`src/rtl/shift_arbiter.sv`:
```
// shift_arbiter: two requesters share one 32-bit shifter through a
// valid/ready handshake. One operation is in flight at a time and moves
// IDLE -> EXEC -> RESP; the result is held in RESP until the consumer takes it.
// Arbitration is round-robin by default. Defining SHIFT_ARB_FIXED_PRIO_EN
// gives req0 fixed priority and removes the round-robin pointer.

module shifter_32bits (
    input  logic [31:0] a,
    input  logic [4:0]  b,
    input  logic [1:0]  sel,
    output logic [31:0] y
);

    // Shift mode decode: 00 logical right, 01 arithmetic right, 1x logical left.
    always_comb begin
        y = a << b;
        case (sel)
            2'b00:   y = a >> b;
            2'b01:   y = 32'($signed(a) >>> b);
            default: y = a << b;
        endcase
    end

endmodule

module shift_arbiter #(
    parameter bit RR_INIT = 1'b0
) (
    input  logic        clk,
    input  logic        rst_n,
    input  logic        req0_valid,
    output logic        req0_ready,
    input  logic [31:0] req0_A,
    input  logic [4:0]  req0_B,
    input  logic [1:0]  req0_Sel,
    input  logic        req1_valid,
    output logic        req1_ready,
    input  logic [31:0] req1_A,
    input  logic [4:0]  req1_B,
    input  logic [1:0]  req1_Sel,
    output logic        rsp_valid,
    input  logic        rsp_ready,
    output logic [31:0] rsp_Y,
    output logic        rsp_id
);

    typedef enum logic [1:0] {
        IDLE,
        EXEC,
        RESP
    } state_t;

    state_t      state_q, state_d;
    logic [31:0] a_q, a_d;
    logic [4:0]  b_q, b_d;
    logic [1:0]  sel_q, sel_d;
    logic        id_q, id_d;
    logic [31:0] rsp_y_q, rsp_y_d;
    logic        rsp_id_q, rsp_id_d;
    logic [31:0] shift_y;

    logic        grant_en;
    logic        gnt;
    logic        gnt_id;

`ifndef SHIFT_ARB_FIXED_PRIO_EN
    logic        rr_ptr_q, rr_ptr_d;
`endif

    shifter_32bits u_shifter (
        .a   (a_q),
        .b   (b_q),
        .sel (sel_q),
        .y   (shift_y)
    );

    // Arbitration: who would win, and whether a grant may happen this cycle.
    // rst_n gates the grant so both readies drop the instant reset asserts.
    always_comb begin
        grant_en = rst_n && ((state_q == IDLE) || ((state_q == RESP) && rsp_ready));
`ifdef SHIFT_ARB_FIXED_PRIO_EN
        gnt_id   = ~req0_valid;
`else
        if (req0_valid && req1_valid) begin
            gnt_id = rr_ptr_q;
        end else begin
            gnt_id = ~req0_valid;
        end
`endif
        gnt        = grant_en && (req0_valid || req1_valid);
        req0_ready = gnt && !gnt_id;
        req1_ready = gnt && gnt_id;
    end

    // Next-state and datapath load decisions for the IDLE/EXEC/RESP sequence.
    always_comb begin
        // NOTE: every signal gets a default before the case so no path leaves
        // it unassigned, which would otherwise infer a latch.
        state_d  = state_q;
        a_d      = a_q;
        b_d      = b_q;
        sel_d    = sel_q;
        id_d     = id_q;
        rsp_y_d  = rsp_y_q;
        rsp_id_d = rsp_id_q;
        case (state_q)
            IDLE, RESP: begin
                if (gnt) begin
                    a_d     = gnt_id ? req1_A   : req0_A;
                    b_d     = gnt_id ? req1_B   : req0_B;
                    sel_d   = gnt_id ? req1_Sel : req0_Sel;
                    id_d    = gnt_id;
                    state_d = EXEC;
                end else if (state_q == RESP && rsp_ready) begin
                    state_d = IDLE;
                end
            end
            EXEC: begin
                rsp_y_d  = shift_y;
                rsp_id_d = id_q;
                state_d  = RESP;
            end
            default: state_d = IDLE;
        endcase
    end

`ifndef SHIFT_ARB_FIXED_PRIO_EN
    // Round-robin pointer moves to the loser after every grant.
    always_comb begin
        rr_ptr_d = gnt ? ~gnt_id : rr_ptr_q;
    end

    // Pointer register, reloaded with RR_INIT on reset.
    always_ff @(posedge clk or negedge rst_n) begin
        if (!rst_n) begin
            rr_ptr_q <= RR_INIT;
        end else begin
            rr_ptr_q <= rr_ptr_d;
        end
    end
`endif

    // State, operand and result registers.
    always_ff @(posedge clk or negedge rst_n) begin
        // NOTE: the operand registers are reset too, so a discarded operation
        // leaves nothing behind that could resurface after reset release.
        if (!rst_n) begin
            state_q  <= IDLE;
            a_q      <= '0;
            b_q      <= '0;
            sel_q    <= '0;
            id_q     <= 1'b0;
            rsp_y_q  <= '0;
            rsp_id_q <= 1'b0;
        end else begin
            // NOTE: non-blocking assignments so every register samples the
            // pre-edge values regardless of statement order.
            state_q  <= state_d;
            a_q      <= a_d;
            b_q      <= b_d;
            sel_q    <= sel_d;
            id_q     <= id_d;
            rsp_y_q  <= rsp_y_d;
            rsp_id_q <= rsp_id_d;
        end
    end

    assign rsp_valid = (state_q == RESP);
    assign rsp_Y     = rsp_y_q;
    assign rsp_id    = rsp_id_q;

endmodule
```
`config.mk`:
```
export PLATFORM = sky130hd
export DESIGN_NAME = shift_arbiter
export DESIGN_NICKNAME = d
export VERILOG_FILES = /design/src/rtl/shift_arbiter.sv
export SDC_FILE = /design/constraint.sdc
export NUM_CORES = 1
export LEC_CHECK = 0
export ABC_AREA = 1
export CAP_MARGIN = 10
export CORE_MARGIN = 5
export CORE_UTILIZATION = 55
export CTS_BUF_LIST = sky130_fd_sc_hd__clkbuf_4 sky130_fd_sc_hd__clkbuf_8
export CTS_CLUSTER_DIAMETER = 30
export DETAILED_ROUTE_END_ITERATION = 8
export PLACE_DENSITY = 0.88
export RECOVER_POWER = 100
export SLEW_MARGIN = 5
export SYNTH_ARGS = -nofsm -noshare
export SYNTH_HDL_FRONTEND = slang
export SYNTH_SLANG_ARGS = --single-unit
```
`constraint.sdc`:
```
create_clock -name clk -period 1.7 [get_ports clk]
set_input_delay 0.425 -clock clk [delete_from_list [all_inputs] [get_ports clk]]
set_output_delay 0.425 -clock clk [all_outputs]
set_load 0.02 [all_outputs]
```
==> results of run 1 <==
## metrics by stage
step / setup WS (ps) / cell area, um2 / std cells / hold WS (ps) / setup TNS [ps]
CTS: -223.9 / 10560 / 1415 / 311.3 / -2748
detailed placement: -907.0 / 8446 / 1379 / 467.5 / -24440
global placement: -859.4 / 8446 / 1379 / 463.4 / -20830
floorplan: 46.40 / 6598 / 1087 / 129.4 / 0
## layer usage
| layer | GRT overflow | track usage [%] |
|---|---|---|
| met5 | 0 | 14.71 |
| met4 | 68 | 78.10 |
| met3 | 1 | 55.18 |
| met2 | 78 | 92.90 |
| met1 | 2 | 73.94 |
## cell families after synthesis
kind of cell | after synthesis
simple gates | 822
compound gates | 83
flops | 76
buf+inv | 106
## synthesized netlist by cell type, drive strengths merged
cell,count,area share (%)
nand3b,1,0.11
nand4,9,0.85
nand2,380,22
nor2,76,4.7
clkbuf,18,1.0
or2,1,0.095
o21ai,30,2.4
o211ai,22,2.6
o22ai,3,0.28
dfrtp,76,29
buf,57,5.2
and3,2,0.19
and2,9,0.89
a21oi,22,1.7
nand3,342,26
a31oi,6,0.57
nor3,2,0.23
inv,30,1.9
clkinv,1,0.057
## repair_timing
| action | in CTS |
|---|---|
| hold buffers | 0 |
| cloned | 8 |
| gates resized for setup | 420 |
| buffers inserted | 13 |
| pin swaps | 114 |
| setup endpoints to repair | 104 |
==> results.cfg, run 1 <==
[outcome]
outcome = aborted with a tool error
stop_stage = global routing
stop_error = [ERROR GRT-0232] Routing congestion too high. Check the congestion heatmap in the GUI.

[clock_tree]
cts_sinks = 76
clockRootBuffer = clkbuf_8
cts-htree-levels = 3
cts_buffer_depth = 2
cts_buffers = 9

[logic_synthesis]
netlist_instances = 1087
synth.cell_area_um2 = 6598
ys_seq_area_share_pct = 28.83
synth_xor_area_share_pct = 0
synth_mux_area_share_pct = 0
avgSynthCellArea_um2 = 6.070
synth_top_family_by_area = simple AND/OR/NAND/NOR gates
synth_compound_area_share_pct = 7.491
synth-simple-area-share_pct = 55.55
synth_cell_type_count = 37
synth-seq-cells = 76
synth_fp_nets = 1170
synthAdderAreaFrac_pct = 0
yosys_warnings = 0

[place]
dpl.hpwl_um = 19800
gp_congestion = 1.037
numPortBuffers = 118

[floorplanning]
die_h_um = 119.5
start_util_pct = 55.62
rows = 40
ios = 119
die_w_um = 119.5

[global_route]
groute.usage.overall_pct = 74.30
overflow = 149
grt_start_max_net_pins = 77

[sta]
postGrtWorstEndpoint = req0_ready
endpoint_type = top-level output
==> run 2: changes to the inputs <==
--- a/config.mk
+++ b/config.mk
@@ -8,11 +8,9 @@
 export ABC_AREA = 1
 export CAP_MARGIN = 10
 export CORE_MARGIN = 5
-export CORE_UTILIZATION = 55
-export CTS_BUF_LIST = sky130_fd_sc_hd__clkbuf_4 sky130_fd_sc_hd__clkbuf_8
-export CTS_CLUSTER_DIAMETER = 30
+export CORE_UTILIZATION = 40
 export DETAILED_ROUTE_END_ITERATION = 8
-export PLACE_DENSITY = 0.88
+export PLACE_DENSITY_LB_ADDON = 0.15
 export RECOVER_POWER = 100
 export SLEW_MARGIN = 5
 export SYNTH_ARGS = -nofsm -noshare
==> run 2 against run 1 <==
Effect of this change: the flow now finishes, with violations (negative setup slack); area after synthesis unchanged; synthesized cell count unchanged.
==> results.cfg, run 2 <==
[hold_path]
hold_class = in -> async

[final_layout]
post-route-util_pct = 66.99
drive_above_1_share_pct = 36.92
layout_commonest_cell = nand2_1
mostFrequentLayoutCells = nand2_1, nand3_1, nand3_2, buf_4, clkdlybuf4s50_1
layout.nets = 1351
fillers = 1399
antenna_cells = 0
areaGrowthSynthToFinish_pct = 66.60

[detailed_routing]
drc_errors = 0
initialDrtViolationCount = 1007
vias = 8776
drt-pass1-iter-count = 6
wl_um = 29300
vias_per_cell = 5.878
ant_nets = 0
wl_per_cell_um = 19.63

[sta]
layout_setup_ws_ps = -167.9
rsz0062_at_grt = true
drv_slew = 0
tns_ps = -3487
fin_crit_ps = 1868
fmax_mhz = 535.3
final.setup_skew_ps = 8.526
relSlewSlack_pct = 38.63
finalCritPeriodShare_pct = 109.9
hold_viol_final = 0
worst_slew_pin_slew_ps = 920.5
setup_viol = 34

[clock_tree]
clk_pin_slew_ps = 60
cts-htree-levels = 3
cts_sinks = 76
cts_buffer_depth = 2
cts_tree = done
insertion_delay_ps = 360
cts_buffers = 9
clockRootBuffer = clkbuf_16

[critical_path]
cp.required_ps = 1270
path_class = reg -> out
cp_max_fo = 5
cp-end-kind = output pin
start_kind = flop
arrival_ps = 1440

[logic_synthesis]
synth-seq-cells = 76
synth.cell_area_um2 = 6598
synth_cell_type_count = 37
netlist_instances = 1087
synth_area_leader_cell = dfrtp_1
synth_top_area_share_pct = 28.83
avgSynthCellArea_um2 = 6.070
synth_commonest_cells = nand2_1, nand3_1, dfrtp_1
synth_fp_nets = 1170
async_flop_share_pct = 100.0
ys_seq_area_share_pct = 28.83
yosys_warnings = 0
synth_area_leaders = dfrtp_1, nand3_1, nand2_1, nor2_1, buf_2
synthMostInstantiatedCell = nand2_1
synth_edf_count = 0
synth_ff_type = dfrtp_1

[power]
ir_drop_uv = 732.2
finalPower_mw = 17.99
power_density_nw_per_um2 = 1637
p_leak_nw = 4.982

[global_route]
grt_pass1_vias = 8443
grt_start_max_net_pins = 49
groute.usage.overall_pct = 29.62
overflow = 0
grt_pass1_wl_um = 46110
antenna_found_initial = 0

[floorplanning]
rows = 47
coreArea_um2 = 16410
dieArea_um2 = 19160
die_h_um = 138.4
start_util_pct = 40.21
ios = 119
die_w_um = 138.4

[outcome]
outcome = finished, violations left
violations = negative setup slack

[place]
numPortBuffers = 118
gp_congestion = 0.9814
dpl.hpwl_um = 20010

[job]
max_cap_viol_count = 0
run 2: path summary, 6_finish.rpt:
check                      cells after the start  slack (ps)               endpoint                    from
max                                            7        -170             req0_ready  state_q[1]$_DFFE_PN0P_
min                                            2         370    a_q[30]$_DFFE_PN0P_                   rst_n
max reg2reg                                   11        -150  rsp_Y[26]$_DFFE_PN0P_      b_q[0]$_DFFE_PN0P_
min reg2reg                                    2         470   rsp_Y[8]$_DFFE_PN0P_    rsp_Y[8]$_DFFE_PN0P_
max in group asynchronous                      3         240     a_q[0]$_DFFE_PN0P_                   rst_n
min in group clk                               2         470   rsp_Y[8]$_DFFE_PN0P_    rsp_Y[8]$_DFFE_PN0P_
run 2: layout make-up:
class                   instances  area, um2  share of cell area, %
clock inverters                 5      61.31                 0.5578
well taps                     220      275.3                  2.504
clock buffers                  11      232.7                  2.117
repair inverters                3      56.30                 0.5122
flip-flops and latches         76       1906                  17.34
multi-input cells             905       5934                  53.99
repair buffers                242       2379                  21.64
inverters                      31      147.6                  1.343
run 2: per-layer routing:
metal	GRT usage (%)	routed length, um	vias to the layer above
met5	0	0	-
met4	10.97	1128	0
met3	5.180	2517	101
met2	48.54	13780	471
met1	39.28	11870	4150
li1	-	-	4054
run 2: through the flow:
step                      cell area, um2  hold slack (ps)  setup slack (ps)  std cells
final                              10990            371.0            -167.9       1493
after global routing               10990            464.3            -253.9       1493
after CTS                          10830            229.9            -205.1       1488
after detailed placement            8615            467.3            -864.7       1459
after global placement              8615            467.0            -829.1       1459
after floorplan                     6598            129.4             46.40       1087
run 2: kinds of logic (layout without fill, tap and decap cells):
kind of cell | Yosys count | count (layout) | share of synthesized area (%)
simple gates | 822 | 822 | 55.55
flops | 76 | 76 | 28.83
buf+inv | 106 | 292 | 8.136
compound gates | 83 | 83 | 7.491
run 2: power breakdown:
part           total (mW)  internal [mW]  switching [mW]
combinational        12.8           4.94            7.83
sequential           3.25           2.48           0.771
clock                1.97           1.14           0.828
run 2: timing repair:
item,4_1_cts,5_1_grt
buffers inserted,7,5
pin swaps,107,19
gates resized for setup,440,38
hold buffers,0,0
endpoints found under the setup margin,107,73
gates cloned,6,1
run 2: critical path, cell delays in order, from the launching register on:
cell and delay [ps]:
dfrtp_1 400, inv_2 70, nor2_1 40, nor2_1 90
and3_4 220, nand2_2 80, inv_4 80, buf_6 110
(Power assumes the default switching activity.)
